### config.mk
export PLATFORM = sky130hd
export DESIGN_NAME = eth_rx_frame
export DESIGN_NICKNAME = d
export VERILOG_FILES = /design/src/rtl/eth_pkg.sv /design/src/rtl/eth_crc32.sv /design/src/rtl/eth_rx_frame.sv
export SDC_FILE = /design/constraint.sdc
export NUM_CORES = 1
export LEC_CHECK = 0
export ABC_CLOCK_PERIOD_IN_PS = 4330
export BUFFER_PORTS_ARGS = -buffer_cell sky130_fd_sc_hd__buf_2
export CAP_MARGIN = 20
export CORE_UTILIZATION = 60
export DETAILED_ROUTE_END_ITERATION = 8
export GPL_TIMING_DRIVEN = 1
export PLACE_DENSITY = 0.88
export SETUP_SLACK_MARGIN = 0.15
export SKIP_LAST_GASP = 1
export SLEW_MARGIN = 10
export SYNTH_ARGS = -nofsm -noshare
export SYNTH_HDL_FRONTEND = slang
export SYNTH_SLANG_ARGS = --single-unit
### constraint.sdc
create_clock -name clk -period 4.33 [get_ports clk]
set_input_delay 0.2165 -clock clk [delete_from_list [all_inputs] [get_ports clk]]
set_output_delay 0.2165 -clock clk [all_outputs]
set_load 0.02 [all_outputs]
### src/rtl/eth_pkg.sv
`default_nettype none
// ----------------------------------------------------------------------------
// eth_pkg : shared eth constants, receive FSM state type and CRC-32 byte step
// Rev 1.0
// ----------------------------------------------------------------------------
package eth_pkg;

    localparam logic [31:0] CRC_POLY    = 32'hEDB8_8320;
    localparam logic [31:0] CRC_INIT    = 32'hFFFF_FFFF;
    localparam logic [31:0] CRC_RESIDUE = 32'hDEBB_20E3;

    localparam logic [1:0] PRE_SYM_RMII = 2'b01;
    localparam logic [1:0] SFD_SYM_RMII = 2'b11;
    localparam logic [3:0] PRE_SYM_MII  = 4'h5;
    localparam logic [3:0] SFD_SYM_MII  = 4'hD;

    typedef enum logic [1:0] {
        IDLE = 2'd0,
        PRE  = 2'd1,
        DATA = 2'd2,
        DROP = 2'd3
    } rx_state_t;

    // Reflected CRC-32 advanced by one byte, LSB first.
    function automatic logic [31:0] crc32_byte(input logic [31:0] crc, input logic [7:0] data);
        logic [31:0] c;
        c = crc ^ {24'h0, data};
        for (int i = 0; i < 8; i++) begin
            c = c[0] ? ((c >> 1) ^ CRC_POLY) : (c >> 1);
        end
        return c;
    endfunction

endpackage
`default_nettype wire

### src/rtl/eth_crc32.sv
`default_nettype none
// ----------------------------------------------------------------------------
// eth_crc32 : byte-wide CRC-32 register with init and update strobes
// Rev 1.0
// ----------------------------------------------------------------------------
module eth_crc32
    import eth_pkg::*;
(
    input  logic        clk,
    input  logic        reset,
    input  logic        init,
    input  logic        update,
    input  logic [7:0]  data,
    output logic [31:0] crc
);

    always_ff @(posedge clk or posedge reset) begin
        if (reset) begin
            crc <= CRC_INIT;
        end else if (init) begin
            crc <= CRC_INIT;
        end else if (update) begin
            crc <= crc32_byte(crc, data);
        end
    end

endmodule
`default_nettype wire

### src/rtl/eth_rx_frame.sv
`default_nettype none
// ----------------------------------------------------------------------------
// eth_rx_frame : RMII/MII receive framer - preamble/SFD strip, byte assembly,
//                CRC/length/PHY-error status. ETH_RX_FCS_STRIP_EN drops FCS.
// Rev 1.0
// ----------------------------------------------------------------------------
module eth_rx_frame
    import eth_pkg::*;
#(
    parameter int DW      = 2,
    parameter int MIN_LEN = 64,
    parameter int MAX_LEN = 1518
) (
    input  logic                         clk,
    input  logic                         reset,
    input  logic [DW-1:0]                eth_rxd,
    input  logic                         eth_crs_dv,
    input  logic                         eth_rx_err,
    output logic                         rx_vld,
    output logic                         rx_last,
    output logic [7:0]                   rx_data,
    output logic                         rx_err,
    output logic                         rx_crc_ok,
    output logic [$clog2(MAX_LEN+1)-1:0] rx_len
);

    localparam int LW    = $clog2(MAX_LEN + 1);
    localparam int BEATS = 8 / DW;
    localparam logic [DW-1:0] PRE_SYM = (DW == 4) ? DW'(PRE_SYM_MII) : DW'(PRE_SYM_RMII);
    localparam logic [DW-1:0] SFD_SYM = (DW == 4) ? DW'(SFD_SYM_MII) : DW'(SFD_SYM_RMII);

    if (DW != 2 && DW != 4) begin : g_bad_dw
        $error("eth_rx_frame: DW must be 2 or 4");
    end

    logic [DW-1:0] r_rxd;
    logic          r_dv, r_er, r_in_vld, r_armed, r_prev_pre;
    rx_state_t     r_state, w_state_nxt;
    logic [1:0]    r_beat;
    logic [7:0]    r_shift, r_byte, r_pend;
    logic [LW-1:0] r_len;
    logic          r_phy_err, r_byte_vld, r_eof, r_eof_err, r_eof_ovf, r_pend_vld;
    logic [7:0]    w_shift, w_in_byte;
    logic          w_beat_last, w_byte_done, w_ovf, w_sfd, w_in_vld;
    logic [31:0]   w_crc;

    // Carrier already high at the first sample after reset means we joined mid-frame.
    always_ff @(posedge clk or posedge reset) begin
        if (reset) begin
            r_rxd    <= '0;
            r_dv     <= 1'b0;
            r_er     <= 1'b0;
            r_in_vld <= 1'b0;
            r_armed  <= 1'b0;
        end else begin
            r_rxd    <= eth_rxd;
            r_dv     <= eth_crs_dv;
            r_er     <= eth_rx_err;
            r_in_vld <= 1'b1;
            if (r_in_vld && !r_dv) begin
                r_armed <= 1'b1;
            end
        end
    end

    assign w_shift     = {r_rxd, r_shift[7:DW]};
    assign w_beat_last = (r_beat == 2'(BEATS - 1));
    assign w_byte_done = (r_state == DATA) && r_dv && w_beat_last;
    assign w_ovf       = w_byte_done && (r_len == LW'(MAX_LEN));

    always_ff @(posedge clk or posedge reset) begin
        if (reset) begin
            r_state <= IDLE;
        end else begin
            r_state <= w_state_nxt;
        end
    end

    always_comb begin
        w_state_nxt = r_state;
        w_sfd       = 1'b0;
        case (r_state)
            IDLE: if (r_dv) w_state_nxt = r_armed ? PRE : DROP;
            PRE: begin
                if (!r_dv) begin
                    w_state_nxt = IDLE;
                end else if (r_rxd == SFD_SYM && r_prev_pre) begin
                    w_state_nxt = DATA;
                    w_sfd       = 1'b1;
                end else if (r_rxd != '0 && r_rxd != PRE_SYM) begin
                    w_state_nxt = DROP;
                end
            end
            DATA: begin
                if (!r_dv) begin
                    w_state_nxt = IDLE;
                end else if (w_ovf) begin
                    w_state_nxt = DROP;
                end
            end
            default: if (!r_dv) w_state_nxt = IDLE;
        endcase
    end

    always_ff @(posedge clk or posedge reset) begin
        if (reset) begin
            r_prev_pre <= 1'b0;
            r_beat     <= '0;
            r_shift    <= '0;
            r_byte     <= '0;
            r_len      <= '0;
            r_phy_err  <= 1'b0;
            r_byte_vld <= 1'b0;
            r_eof      <= 1'b0;
            r_eof_err  <= 1'b0;
            r_eof_ovf  <= 1'b0;
        end else begin
            r_prev_pre <= (r_rxd == PRE_SYM);
            r_byte_vld <= 1'b0;
            r_eof      <= 1'b0;
            if (w_sfd) begin
                r_beat    <= '0;
                r_len     <= '0;
                r_phy_err <= 1'b0;
            end
            if (r_state == DATA) begin
                if (r_dv) begin
                    r_shift <= w_shift;
                    r_beat  <= w_beat_last ? 2'd0 : r_beat + 2'd1;
                    if (r_er) begin
                        r_phy_err <= 1'b1;
                    end
                    if (w_ovf) begin
                        r_eof     <= 1'b1;
                        r_eof_ovf <= 1'b1;
                        r_eof_err <= 1'b1;
                    end else if (w_byte_done) begin
                        r_byte_vld <= 1'b1;
                        r_byte     <= w_shift;
                        r_len      <= r_len + 1'b1;
                    end
                end else begin
                    r_eof     <= 1'b1;
                    r_eof_ovf <= 1'b0;
                    r_eof_err <= r_phy_err | r_er | (r_beat != 2'd0);
                end
            end
        end
    end

    eth_crc32 u_crc (
        .clk    (clk),
        .reset  (reset),
        .init   (w_sfd),
        .update (w_byte_done && !w_ovf),
        .data   (w_shift),
        .crc    (w_crc)
    );

`ifdef ETH_RX_FCS_STRIP_EN
    // Four bytes in flight: whatever is still in here at end of frame is the FCS.
    logic [7:0] r_dly [4];
    logic [2:0] r_dly_cnt;

    always_ff @(posedge clk or posedge reset) begin
        if (reset) begin
            r_dly     <= '{default: '0};
            r_dly_cnt <= '0;
        end else if (r_eof) begin
            r_dly_cnt <= '0;
        end else if (r_byte_vld) begin
            r_dly[0] <= r_byte;
            r_dly[1] <= r_dly[0];
            r_dly[2] <= r_dly[1];
            r_dly[3] <= r_dly[2];
            if (r_dly_cnt != 3'd4) begin
                r_dly_cnt <= r_dly_cnt + 3'd1;
            end
        end
    end

    assign w_in_vld  = r_byte_vld && (r_dly_cnt == 3'd4);
    assign w_in_byte = r_dly[3];
`else
    assign w_in_vld  = r_byte_vld;
    assign w_in_byte = r_byte;
`endif

    always_ff @(posedge clk or posedge reset) begin
        if (reset) begin
            r_pend     <= '0;
            r_pend_vld <= 1'b0;
            rx_vld     <= 1'b0;
            rx_last    <= 1'b0;
            rx_data    <= '0;
            rx_err     <= 1'b0;
            rx_crc_ok  <= 1'b0;
            rx_len     <= '0;
        end else begin
            rx_vld    <= 1'b0;
            rx_last   <= 1'b0;
            rx_data   <= '0;
            rx_err    <= 1'b0;
            rx_crc_ok <= 1'b0;
            rx_len    <= '0;
            if (r_eof) begin
                rx_vld     <= 1'b1;
                rx_last    <= 1'b1;
                rx_data    <= r_pend_vld ? r_pend : 8'h00;
                rx_err     <= r_eof_err | r_eof_ovf | !r_pend_vld | (r_len < LW'(MIN_LEN));
                rx_crc_ok  <= (w_crc == CRC_RESIDUE);
                rx_len     <= r_eof_ovf ? LW'(MAX_LEN) : r_len;
                r_pend_vld <= 1'b0;
            end else if (w_in_vld) begin
                if (r_pend_vld) begin
                    rx_vld  <= 1'b1;
                    rx_data <= r_pend;
                end
                r_pend     <= w_in_byte;
                r_pend_vld <= 1'b1;
            end
        end
    end

endmodule
`default_nettype wire
==> impl_metrics.json <==
{
  "holdWs_ns": -0.01062,
  "wl_per_cell_um": 16.07,
  "wl_met2_um": 4561,
  "critical_path_class": "reg -> reg",
  "ir_drop_v": 0.0007364,
  "m1WireLength_um": 3893,
  "grt.overflow.total": 0,
  "setup_viol": 0,
  "drv_cap": 0,
  "grt_pass1_wl_um": 15570,
  "routed_wl_um": 9047,
  "first_iter_violations": 314,
  "avgSynthCellArea_sq_um": 11.21,
  "yosys.area.top_type": "dfrtp_1",
  "start_kind": "register",
  "place_congestion": 0.8608,
  "r2r_cells": 6,
  "synth_edf_count": 0,
  "grt_pass1_vias": 3227,
  "cts-htree-levels": 3,
  "port-buffer-count": 28,
  "required_ns": 4.58,
  "die_height_um": 91.41,
  "dr_total_vias": 3191,
  "power.total_mw": 4.441,
  "drt.antenna.violating_nets": 0,
  "cts_resized": 0,
  "dpl_cell_area_sq_um": 5030,
  "period_share": 0.5674,
  "antenna_cells": 0,
  "p_per_area_nw_per_um2": 845.1,
  "ys_types": 44,
  "period_needed_ns": 2.457,
  "seq_area_frac_synth": 0.5562,
  "rsz0062_at_grt": "false",
  "first_pass_iters": 5,
  "cts_buffer_depth": 2,
  "ys_ff_latch": 105,
  "die_area_sq_um": 8355,
  "postCtsHoldBufs": 4,
  "max-slew-margin-rel": 0.3391,
  "area.growth.synth_to_final_pct": 9.575,
  "nets": 466,
  "drc_errors": 0,
  "io-pin-count": 29,
  "p_leak_nw": 2.433,
  "antenna_found_initial": 0,
  "synth.most_common_cell": "dfrtp_1",
  "top_layer": "met4",
  "routed_via_density": 5.668,
  "synth_fp_nets": 438,
  "clock-root-buffer": "clkbuf_8",
  "hold_class": "in -> async",
  "cts_made_buffers": 9,
  "clock.fmax_ghz": 0.4070,
  "grt_max_degree": 71,
  "pre_cts_ws_ns": 1.887,
  "cp.arrival_ns": 2.71,
  "ys.flop_type": "dfrtp_1",
  "yosys_warnings": 0,
  "fin_ws_ns": 1.873,
  "start_util": 0.6206,
  "final_cell_area_sq_um": 5255,
  "wl_met3_um": 435,
  "drive_above_1_share": 0.2191,
  "synth_area_sq_um": 4796,
  "worst_skew_pair.late_latency_ns": 0.37,
  "fill_cells": 556,
  "numClockSinks": 105,
  "core_sq_um": 7727,
  "synthTopCellsByArea": "dfrtp_1, dfstp_2, xnor2_1",
  "timing.setup.tns_ns": 0,
  "die_x_um": 91.41,
  "synth_common_cells": "dfrtp_1, nand2_1, xnor2_1",
  "cts_setup_buffers": 0,
  "drv_slew": 0,
  "outcome": "finished, violations left",
  "worstMarginPinSlew_ns": 0.9914,
  "netlist_instances": 428,
  "path_clk_slew_ns": 0.11,
  "core.rowCount": 32,
  "cts_tree": "done",
  "finalClockSkew_ns": 0.01685,
  "worstSetupEndpointType": "register",
  "hold_violations": 15,
  "path_max_fanout": 64,
  "synth-async-reset-ratio": 1.000,
  "synth_top_cell_area_share": 0.3809,
  "violations": "hold timing",
  "dpl.hpwl_um": 6123,
  "grt_usage": 0.2414
}
[power by group]
| group | switching (mW) | internal, mW |
|---|---|---|
| Combinational | 1.15 | 1.15 |
| Clock | 0.355 | 0.224 |
| Sequential | 0.242 | 1.31 |
[cell families (layout without fill, tap and decap cells)]
| family | after synthesis | count (layout) | share of synthesized area |
|---|---|---|---|
| AND/OR/NAND/NOR | 144 | 144 | 0.1505 |
| flip-flops | 105 | 105 | 0.5562 |
| XOR/XNOR | 71 | 71 | 0.1552 |
| AO/OA/AOI/OAI | 66 | 66 | 0.08114 |
| buffers and inverters | 26 | 59 | 0.02061 |
| multiplexers | 11 | 11 | 0.02505 |
| adder cells (fa/ha/maj) | 4 | 4 | 0.01044 |
| other | 1 | 1 | 0.0007819 |
[state kept, by name, summed over array words and instances, names as in the netlist, 2 cells and up]
| name | flops |
|---|---|
| u_crc.crc | 32 |
| r_len | 11 |
| r_beat | 2 |
| r_rxd | 2 |
| r_pend | 8 |
| rx_data | 8 |
| r_state | 2 |
| r_shift | 6 |
| rx_len | 11 |
| r_byte | 8 |
[through the flow]
step                        util  instances
after floorplan                -        428
after global placement    0.6509        543
after detailed placement  0.6509        543
after CTS                 0.6801        563
after global routing      0.6801        563
final                     0.6801        563
[final timing paths]
check                                start           end  slack [ns]
max in group asynchronous            reset  u_crc.crc[5]        3.32
min in group clk                  r_in_vld       r_armed        0.47
worst max register to register  r_state[0]      r_len[5]        1.87
worst min-delay path                 reset        rx_err       -0.01
worst min register to register    r_in_vld       r_armed        0.47
worst max-delay path            r_state[0]      r_len[5]        1.87
[critical path, cell delays in order, from the launching register on]
cell	delay, ns
dfrtp_1	0.44
and3b_1	0.49
o311ai_4	0.18
inv_2	0.72
nor2_1	0.18
o21ai_0	0.21
o21ai_0	0.11
[routing by layer]
metal / up-vias / track usage
met5: - / 0
met4: 0 / 0.09921
met3: 16 / 0.04774
met2: 93 / 0.3979
met1: 1569 / 0.3129
li1: 1513 / -
[cell type report]
cell class                      instances  area, sq um  area share
Clock buffer                           10        127.6     0.02429
Clock inverter                          6        57.56     0.01095
Inverter                                8        32.53    0.006190
Multi-Input combinational cell        297         2039      0.3881
Sequential cell                       105         2668      0.5076
Tap cell                              102        127.6     0.02429
Timing Repair Buffer                   35        202.7     0.03857
[cell usage in the layout (no fill, tap or decap), drive strengths merged, types with 2 or more instances in the layout]
cell and count:
nand2 53, nand4b 3, nand3 10, and2 12, and4b 2, nor4b 4, clkbuf 10, a21o 2
nor2 15, o211ai 3, inv 12, xnor2 46, a31oi 2, mux2 8, dfrtp 73, or4 3
nor2b 4, nand4 5, nor3 26, o21a 9, mux2i 3, buf 31, dfstp 32, dlygate4sd3 4
xor2 23, clkinv 2, xnor3 2, and3 2, a21oi 29, o21ai 17, ha 4
No activity file was read; power rests on OpenSTA's default activity.
